### src/rtl/decod_pkg.sv
// Shared types and helpers for the registered one-hot scan decoder.
package decod_pkg;

    typedef enum logic {
        MODE_DIRECT = 1'b0,
        MODE_SCAN   = 1'b1
    } decod_mode_e;

    localparam int unsigned DEFAULT_DWELL = 4;

    // Widest select bus supported (SEL_W up to 6).
    localparam int unsigned MAX_OUT_W = 64;

    // One-hot code of idx; all zeros when idx falls outside the bus width.
    function automatic logic [MAX_OUT_W-1:0] onehot(input int unsigned idx,
                                                    input int unsigned width);
        logic [MAX_OUT_W-1:0] v;
        v = '0;
        if (idx < width) begin
            v = {{(MAX_OUT_W-1){1'b0}}, 1'b1} << idx;
        end
        return v;
    endfunction

endpackage

### src/rtl/decod_next_idx.sv
// Circular priority search for the next unmasked line after cur_idx.
// The search covers cur_idx+1 .. cur_idx+OUT_W, so a lone free line finds itself.
module decod_next_idx
    import decod_pkg::*;
#(
    parameter int unsigned SEL_W = 2
) (
    input  logic [SEL_W-1:0]    cur_idx,
    input  logic [2**SEL_W-1:0] mask,
    output logic [SEL_W-1:0]    nxt_idx,
    output logic                wrapped,
    output logic                none_free
);

    localparam int unsigned OUT_W = 2**SEL_W;

    logic [SEL_W-1:0] cand;

    // Walk candidates farthest-first so the nearest free line wins last.
    always_comb begin
        nxt_idx   = cur_idx;
        none_free = 1'b1;
        cand      = '0;
        for (int k = OUT_W; k >= 1; k--) begin
            cand = cur_idx + SEL_W'(k);
            if (!mask[cand]) begin
                nxt_idx   = cand;
                none_free = 1'b0;
            end
        end
        wrapped = !none_free && (nxt_idx <= cur_idx);
    end

endmodule

### src/rtl/decoder_scan_n.sv
// Registered SEL_W-to-2**SEL_W one-hot decoder with direct and scan modes.
// Optional feature: DECODER_SCAN_SKIP_MASK_EN adds skip_mask to skip lines while scanning.
module decoder_scan_n
    import decod_pkg::*;
#(
    parameter int unsigned SEL_W = 2,
    parameter int unsigned DWELL = DEFAULT_DWELL
) (
    input  logic                clk,
    input  logic                rst_n,
    input  logic                enable,
    input  logic                mode,
    input  logic [SEL_W-1:0]    data_in,
`ifdef DECODER_SCAN_SKIP_MASK_EN
    input  logic [2**SEL_W-1:0] skip_mask,
`endif
    output logic [2**SEL_W-1:0] out,
    output logic [SEL_W-1:0]    out_idx,
    output logic                out_valid,
    output logic                wrap
);

    localparam int unsigned OUT_W = 2**SEL_W;
    localparam int unsigned DW    = (DWELL > 1) ? $clog2(DWELL) : 1;
    localparam logic [DW-1:0] DwellLast = DW'(DWELL - 1);

    decod_mode_e      mode_q, mode_d, mode_in;
    logic [SEL_W-1:0] idx_q, idx_d, out_idx_q, out_idx_d;
    logic [DW-1:0]    dwell_q, dwell_d;
    logic [OUT_W-1:0] out_q, out_d;
    logic             valid_q, valid_d, wrap_q, wrap_d;
    // A wrap seen at an advance, waiting for its new line to reach the output.
    logic             pend_q, pend_d;

    logic             mode_chg;
    logic [SEL_W-1:0] cur_idx, adv_idx;
    logic [DW-1:0]    cur_dwell;
    logic [OUT_W-1:0] line_mask;
    logic             adv_wrap, adv_none;

    assign mode_in   = decod_mode_e'(mode);
    assign mode_chg  = (mode_in != mode_q);
    // A mode change restarts the sweep in the same cycle so line 0 gets a full dwell.
    assign cur_idx   = mode_chg ? '0 : idx_q;
    assign cur_dwell = mode_chg ? '0 : dwell_q;

`ifdef DECODER_SCAN_SKIP_MASK_EN
    assign line_mask = skip_mask;

    decod_next_idx #(
        .SEL_W (SEL_W)
    ) u_next_idx (
        .cur_idx   (cur_idx),
        .mask      (skip_mask),
        .nxt_idx   (adv_idx),
        .wrapped   (adv_wrap),
        .none_free (adv_none)
    );
`else
    assign line_mask = '0;
    assign adv_idx   = cur_idx + SEL_W'(1);
    assign adv_wrap  = (cur_idx == SEL_W'(OUT_W - 1));
    assign adv_none  = 1'b0;
`endif

    // Next-state for index, dwell, mode tracking and the registered select bus.
    always_comb begin
        idx_d     = idx_q;
        dwell_d   = dwell_q;
        mode_d    = mode_q;
        out_idx_d = out_idx_q;
        pend_d    = pend_q;
        out_d     = '0;
        valid_d   = 1'b0;
        wrap_d    = 1'b0;
        if (enable) begin
            mode_d = mode_in;
            if (mode_chg) begin
                idx_d   = '0;
                dwell_d = '0;
                pend_d  = 1'b0;
            end
            if (mode_in == MODE_DIRECT) begin
                out_idx_d = data_in;
                if (!line_mask[data_in]) begin
                    out_d   = OUT_W'(onehot(32'(data_in), OUT_W));
                    valid_d = 1'b1;
                end
            end else begin
                out_idx_d = cur_idx;
                if (!line_mask[cur_idx]) begin
                    out_d   = OUT_W'(onehot(32'(cur_idx), OUT_W));
                    valid_d = 1'b1;
                end
                wrap_d = pend_q && !mode_chg;
                pend_d = 1'b0;
                if (cur_dwell == DwellLast) begin
                    dwell_d = '0;
                    if (!adv_none) begin
                        idx_d  = adv_idx;
                        pend_d = adv_wrap;
                    end
                end else begin
                    dwell_d = cur_dwell + DW'(1);
                end
            end
        end
    end

    // State and output registers with synchronous active-low reset.
    always_ff @(posedge clk) begin
        if (!rst_n) begin
            idx_q     <= '0;
            dwell_q   <= '0;
            mode_q    <= MODE_DIRECT;
            out_idx_q <= '0;
            out_q     <= '0;
            valid_q   <= 1'b0;
            wrap_q    <= 1'b0;
            pend_q    <= 1'b0;
        end else begin
            idx_q     <= idx_d;
            dwell_q   <= dwell_d;
            mode_q    <= mode_d;
            out_idx_q <= out_idx_d;
            out_q     <= out_d;
            valid_q   <= valid_d;
            wrap_q    <= wrap_d;
            pend_q    <= pend_d;
        end
    end

    assign out       = out_q;
    assign out_idx   = out_idx_q;
    assign out_valid = valid_q;
    assign wrap      = wrap_q;

endmodule

### config.mk
export PLATFORM = sky130hd
export DESIGN_NAME = decoder_scan_n
export DESIGN_NICKNAME = d
export VERILOG_FILES = /design/src/rtl/decod_pkg.sv /design/src/rtl/decod_next_idx.sv /design/src/rtl/decoder_scan_n.sv
export SDC_FILE = /design/constraint.sdc
export NUM_CORES = 1
export LEC_CHECK = 0
export ABC_AREA = 1
export BUFFER_PORTS_ARGS = -buffer_cell sky130_fd_sc_hd__clkbuf_2
export CAP_MARGIN = 25
export CORE_MARGIN = 3
export CORE_UTILIZATION = 45
export CTS_CLUSTER_SIZE = 30
export DETAILED_ROUTE_END_ITERATION = 6
export PLACE_DENSITY_LB_ADDON = 0.3
export SLEW_MARGIN = 20
export SYNTH_ARGS = -nofsm -noshare
export SYNTH_HDL_FRONTEND = slang
export SYNTH_SLANG_ARGS = --single-unit
### constraint.sdc
create_clock -name clk -period 1.5 [get_ports clk]
set_input_delay 0.15 -clock clk [delete_from_list [all_inputs] [get_ports clk]]
set_output_delay 0.15 -clock clk [all_outputs]
set_load 0.02 [all_outputs]
==> results.md, run 1 <==
- Status: finished clean
- Max-slew violation count: 0
- Tmin final: roughly 1.5 ns
- Root Driver: clkbuf_4
- Area leader, netlist: dfxtp_1
- TritonCTS clock tree: built
- Post-DP HPWL: ~1000 microns
- DRC: 0
- First-pass DRT Iterations: 4
- Synth Register Bits: 14
- Die height: approximately 44 microns
- Switching fraction of total power: about a quarter
- Hold depth: 3
- Antenna Cells: 0
- Clock power share: roughly 36%
- Clk_lat worst skew: 0.28 ns
- R2R setup slack: roughly 0.039 ns
- Initial antenna violation count: 0
- WL/cell: about 11 microns
- Critical path buffers and inverters: 3
- Hold Path Sink: idx_q[0]
- Die W: 43.9 microns
- Layout cells sized above 1: roughly two fifths
- CP top delay family: adder cells
- Leak Pwr: 0.432 nW
- Core area: 1320 sq um
- Setup TNS Final: 0 ns
- Worst path slowest cell: dfxtp_2
- Clock Path Buffers: 2
- Syn_nets: between 90 and 100
- Sink Count: 14
- Final GP Congestion: between 0.8 and 0.9
- Switching power: ~0.20 mW
- Site row count: 13
- P per Cell Area: between 900 and 1000 nW/um^2
- Area share of the largest cell type after synthesis: between 40% and 50%
- Postcts setup bufs: 0
- Async SR Flop Fraction: 0%
- Synth unique cells: 20
- Final clock skew: around 0.0014 ns
- Worst setup SP type: flop
- Min-delay src: rst_n
- Fin crit share: 97.4%
- Mapped Area: 646 sq um
- Slew headroom: between 70% and 80%
- Fillers: 111
- All-layer global routing usage: between 10% and 20%
- Combinational share of power: around 14%
- Area Overhead vs Synth: 27.5%
- Most common flop cell mapped by yosys: dfxtp_1
- Flop pwr share: 50.1%
- Crit path DAT: roughly 1.6 ns
- Synth top cells by count: nand2_1 (23), dfxtp_1 (14), nor2_1 (13), inv_1 (10), nand3_1 (4)
- RSZ-0062 raised after global routing: true
- Critical path class: reg -> reg
- CP dominant cell by count: inv_2
- Register-to-Register Path Depth: 9
- CP Data Required Time: between 1.5 and 2 ns
- First-pass GRT wire length: 2060 microns
- Die area: 1930 sq um
- Overflow after GRT: 0
- Sequential-to-total area share from yosys stat: 43.4%
- Final setup vio count: 0
- Launching point of the worst reg2reg path: mode_q
- Yosys warnings: 0
- Total number of vias: ~600
- Most common cell in the netlist: nand2_1
- Final Hold Fails: 0
- Routed vias/inst: 4.86
- IO buf count: 13
- Measured slew at the worst slew-check pin: between 0.3 and 0.4 ns
- Peak supply drop: approximately 450 uV
- Max stage delay on crit path: between 0.3 and 0.4 ns
- CTS Buf Count: 3
- Clock-pin slew on the worst setup and hold paths: about 0.09 ns
- Max cap viols: 0
- Hold Path Class: in -> reg
- WHS: around 0.13 ns
- Iteration-0 DRC Markers: 19
- Mean post-synth cell area: slightly below 8 sq um
- Final WL: 1320 microns
- Max frequency: 0.684 GHz
- H-tree Lvls: 1
- Largest net degree at the start of global routing: 10
- Final #Nets: between 100 and 150
- Number of global-route vias before repair: 498
- End of the worst register-to-register path: idx_q[1]
- Io pins: 14
- Synth top area cells: dfxtp_1 (43%), nand2_1 (13%), nor2_1 (7.6%)
- Post-synth EDFFs: 0
- Antenna Nets Post-Route: 0
- Starting density of the core: between 40% and 50%
- Post-Synthesis Cells: between 80 and 90
- Internal power: around 0.57 mW
- Peak fanout along the critical path: 4
- Crit path cell chain: inv_2, ha_4, inv_4, nand2_4, inv_2, ha_1, nand3b_1, nand3_1, nand2_1
- Crit path capture type: flop
## kinds of logic (layout without fill, tap and decap cells)
family          count (synthesis)  after routing  share of synthesized area (%)
simple gates                   49             49                           36.6
flops                          14             14                           43.4
buf+inv                        14             35                           10.5
compound gates                  4              4                           3.68
fa+ha+maj                       3              3                           5.81
## routing by layer
| layer | track usage [%] | up-vias | wire, microns |
|---|---|---|---|
| met3 | 4.98 | 4 | 49 |
| met1 | 16.6 | 261 | 630 |
| met4 | 9.64 | 0 | 25 |
| met2 | 24.4 | 17 | 615 |
| met5 | 0 | - | 0 |
| li1 | - | 301 | - |
## repair_timing
action | CTS | global route
endpoints found under the setup margin | 3 | 2
hold buffers | 0 | 0
pin swaps | 0 | 2
gates resized for setup | 2 | 8
## worst reg2reg max path: stages, from the launching register on
cell and delay [ns]:
dfxtp_2 0.34, inv_2 0.04, ha_4 0.29, inv_4 0.05, nand2_4 0.06, inv_2 0.03, ha_1 0.26, nand3b_1 0.16
nand3_1 0.09, nand2_1 0.05
## layout by cell type, fill, tap and decap left out, types with 2 or more instances in the layout
master,netlist,routed
inv_4,1,2
nor2_1,13,12
dfxtp_1,14,13
inv_2,1,2
nand2_4,1,2
nand2_2,3,4
o21ai_0,2,2
nand3_1,4,4
nand2_1,23,21
clkbuf_4,0,3
buf_4,0,5
inv_1,10,8
clkbuf_2,0,13
## power by group through the flow
stage,registers (mW),logic (mW),clock network (mW)
after floorplan,0.404,0.0531,0
after global placement,0.395,0.0951,0
after detailed placement,0.396,0.0965,0
after CTS,0.388,0.102,0.281
after global routing,0.389,0.120,0.297
final,0.388,0.111,0.275
## worst max path at each step
stage / start / endpoint / slack, ns / cells after the start
after global routing: mode_q / idx_q[1] / -0.04 / 9
after global placement: mode_q / idx_q[0] / 0.03 / 7
after CTS: mode_q / idx_q[1] / 0.01 / 9
final: mode_q / idx_q[1] / 0.04 / 9
after detailed placement: mode_q / idx_q[1] / -0.02 / 9
after floorplan: mode_q / idx_q[1] / 0.005 / 9
## sequential cells by signal (all words and copies together) (netlist names)
name / flops
out_idx: 2
idx_q: 2
out: 4
out_valid: 1
mode_q: 1
wrap: 1
pend_q: 1
dwell_q: 2
## stage by stage
stage	utilization, %	instance area (sq um)	worst slack (ns)	total power, mW	instances
after global placement	57.4	756	0.0314	0.491	116
after detailed placement	57.4	756	-0.0247	0.492	116
final	62.5	823	0.0390	0.774	120
after CTS	61.2	806	0.0142	0.771	120
after global routing	62.5	823	-0.0376	0.806	120
after floorplan	-	646	0.00492	0.457	84
## cell type report
class	instances	area, sq um	share of cell area (%)
Tap cell	15	18.8	2.28
Multi-Input combinational cell	56	325	39.5
Sequential cell	14	282	34.2
Inverter	13	58.8	7.14
Clock buffer	4	36.3	4.41
Timing Repair Buffer	18	103	12.5
Power figures use the tool's default switching activity.
==> run 2, diff against run 1 <==
--- a/config.mk
+++ b/config.mk
@@ -13,6 +13,7 @@
 export CTS_CLUSTER_SIZE = 30
 export DETAILED_ROUTE_END_ITERATION = 6
 export PLACE_DENSITY_LB_ADDON = 0.3
+export REMOVE_ABC_BUFFERS = 1
 export SLEW_MARGIN = 20
 export SYNTH_ARGS = -nofsm -noshare
 export SYNTH_HDL_FRONTEND = slang
==> results.md, run 2 (synthesis results as in run 1) <==
- Worst setup SP type: flop
- Max cap viols: 0 (unchanged)
- IO buf count: 13 (unchanged)
- TritonCTS clock tree: built
- Final non-filler cell total: 121 (+0.83%)
- Worst path slowest cell: dfxtp_2
- Setup TNS Final: 0 ns (unchanged)
- Register area: 282 sq um (unchanged)
- Sink Count: 14 (unchanged)
- Crit path DAT: 1.63 ns (about the same)
- Final clock skew: 0.0103 ns (+0.00894 ns)
- H-tree Lvls: 1 (unchanged)
- Peak supply drop: 471 uV (+5.5%)
- Die height: 43.9 microns (unchanged)
- Die area: 1930 sq um (unchanged)
- Hold_buf cts: 0 (unchanged)
- Site row count: 13 (unchanged)
- Post-layout util: 64.2% (+1.7 points)
- Max reg flops: 4 (unchanged)
- Status: finished clean
- Leak Pwr: 0.434 nW (+0.34%)
- Max stage delay on crit path: 0.35 ns (about the same)
- Hold Path Class: in -> reg
- Core area: 1320 sq um (unchanged)
- P per Cell Area: 925 nW/um^2 (-1.5%)
- WHS: 0.142 ns (+0.00802 ns)
- Fin crit share: 96.7% (-0.69 points)
- Max frequency: 0.689 GHz (+0.71%)
- Total number of vias: 601 (+3.1%)
- Root Driver: clkbuf_4
- Antenna Cells: 0 (unchanged)
- Iteration-0 DRC Markers: 10 (-9)
- First-pass DRT Iterations: 4 (unchanged)
- Routed vias/inst: 4.97 (+2.2%)
- RSZ-0062 raised after global routing: true
- Number of global-route vias before repair: 532 (+6.8%)
- Most frequent cells in the layout: nand2_1 (21), dfxtp_1 (13), clkbuf_2 (13), nor2_1 (11), inv_1 (8)
- Tmin final: 1.45 ns (-0.0103 ns)
- Antenna Nets Post-Route: 0 (unchanged)
- Measured slew at the worst slew-check pin: 0.385 ns (-0.00597 ns)
- Slew headroom: 74.2% (+0.40 points)
- Clock Path Buffers: 2 (unchanged)
- Max-slew violation count: 0 (unchanged)
- Critical path class: reg -> reg
- Area Overhead vs Synth: 31.0%
- Peak fanout along the critical path: 4 (unchanged)
- Io pins: 14 (unchanged)
- Crit path cell chain: inv_2, ha_4, inv_4, nand2_4, inv_2, ha_4, nand3b_1, nand3_1, nand2_1
- Final #Nets: 116 (+0.87%)
- Fillers: 103 (-7.2%)
- Initial antenna violation count: 0 (unchanged)
- CP Data Required Time: 1.68 ns (about the same)
- All-layer global routing usage: 16.9% (+1.8 points)
- First-pass GRT wire length: 2280 microns (+11%)
- Starting density of the core: 49.0% (unchanged)
- Post-DP HPWL: 998 microns (+1.4%)
- CTS Buf Count: 3 (unchanged)
- Largest net degree at the start of global routing: 10 (unchanged)
- DRC: 0 (unchanged)
- Final WL: 1440 microns (+8.6%)
- Final GP Congestion: 0.792 (-1.6%)
- Crit path capture type: flop
- Layout cells sized above 1: 41.5% (+2.5 points)
- Overflow after GRT: 0 (unchanged)
- Die W: 43.9 microns (unchanged)
- Final setup vio count: 0 (unchanged)
- WL/cell: 11.9 microns (+7.7%)
- Most common cell after layout, fill and taps aside: nand2_1
- Area of the multi-input gates: 340 sq um (+4.6%)
- Clock-pin slew on the worst setup and hold paths: 0.09 ns (about the same)
- Dpl cells: 116 (unchanged)
- Final Hold Fails: 0 (unchanged)
- Clk_lat worst skew: 0.29 ns (about the same)
==> run 2: worst max-delay path: cells and delay by family, from the launching register on <==
family        cells  cell delay [ns]
fa+ha+maj         2             0.52
flops             1             0.35
simple gates      4             0.33
buf+inv           3             0.14
==> run 2: layer usage <==
metal  track usage, %  vias up  wire (microns)
met4             10.8        0              40
met3             4.98        5              46
met2             25.9       17             707
met1             20.3      273             641
li1                 -      306               -
met5                0        -               0
==> run 2: worst paths after layout <==
check	from	end	slack (ns)	cells after the start
worst max-delay path	mode_q	idx_q[1]	0.05	9
worst min register to register	out_idx[1]	out_idx[1]	0.46	2
worst min-delay path	rst_n	idx_q[0]	0.14	3
worst max register to register	mode_q	idx_q[1]	0.05	9
==> run 2: final cells by class <==
cell class	count	share of cell area, %
multi-input cells	56	40.2
flip-flops and latches	14	33.3
repair buffers	19	13.0
inverters	13	6.95
clock buffers	4	4.29
well taps	15	2.22
==> run 2: power breakdown <==
| part | switching, mW | leakage (nW) | internal [mW] |
|---|---|---|---|
| clock network | 0.129 | 0.0210 | 0.148 |
| registers | 0.00462 | 0.114 | 0.383 |
| logic | 0.0715 | 0.298 | 0.0461 |
==> run 2: metrics by stage <==
step | worst slack [ns] | area [sq um] | total power, mW
global route | -0.0147 | 846 | 0.815
finish | 0.0493 | 846 | 0.783
CTS | 0.00964 | 806 | 0.771
detailed placement | -0.0446 | 756 | 0.493
global placement | 0.0337 | 756 | 0.491
floorplan | 0.00492 | 634 | 0.450
==> run 2: timing repair <==
item / CTS / global route
resized for setup: 3 / 9
setup buffers: 0 / 1
pin swaps: 1 / 4
endpoints found under the setup margin: 4 / 3
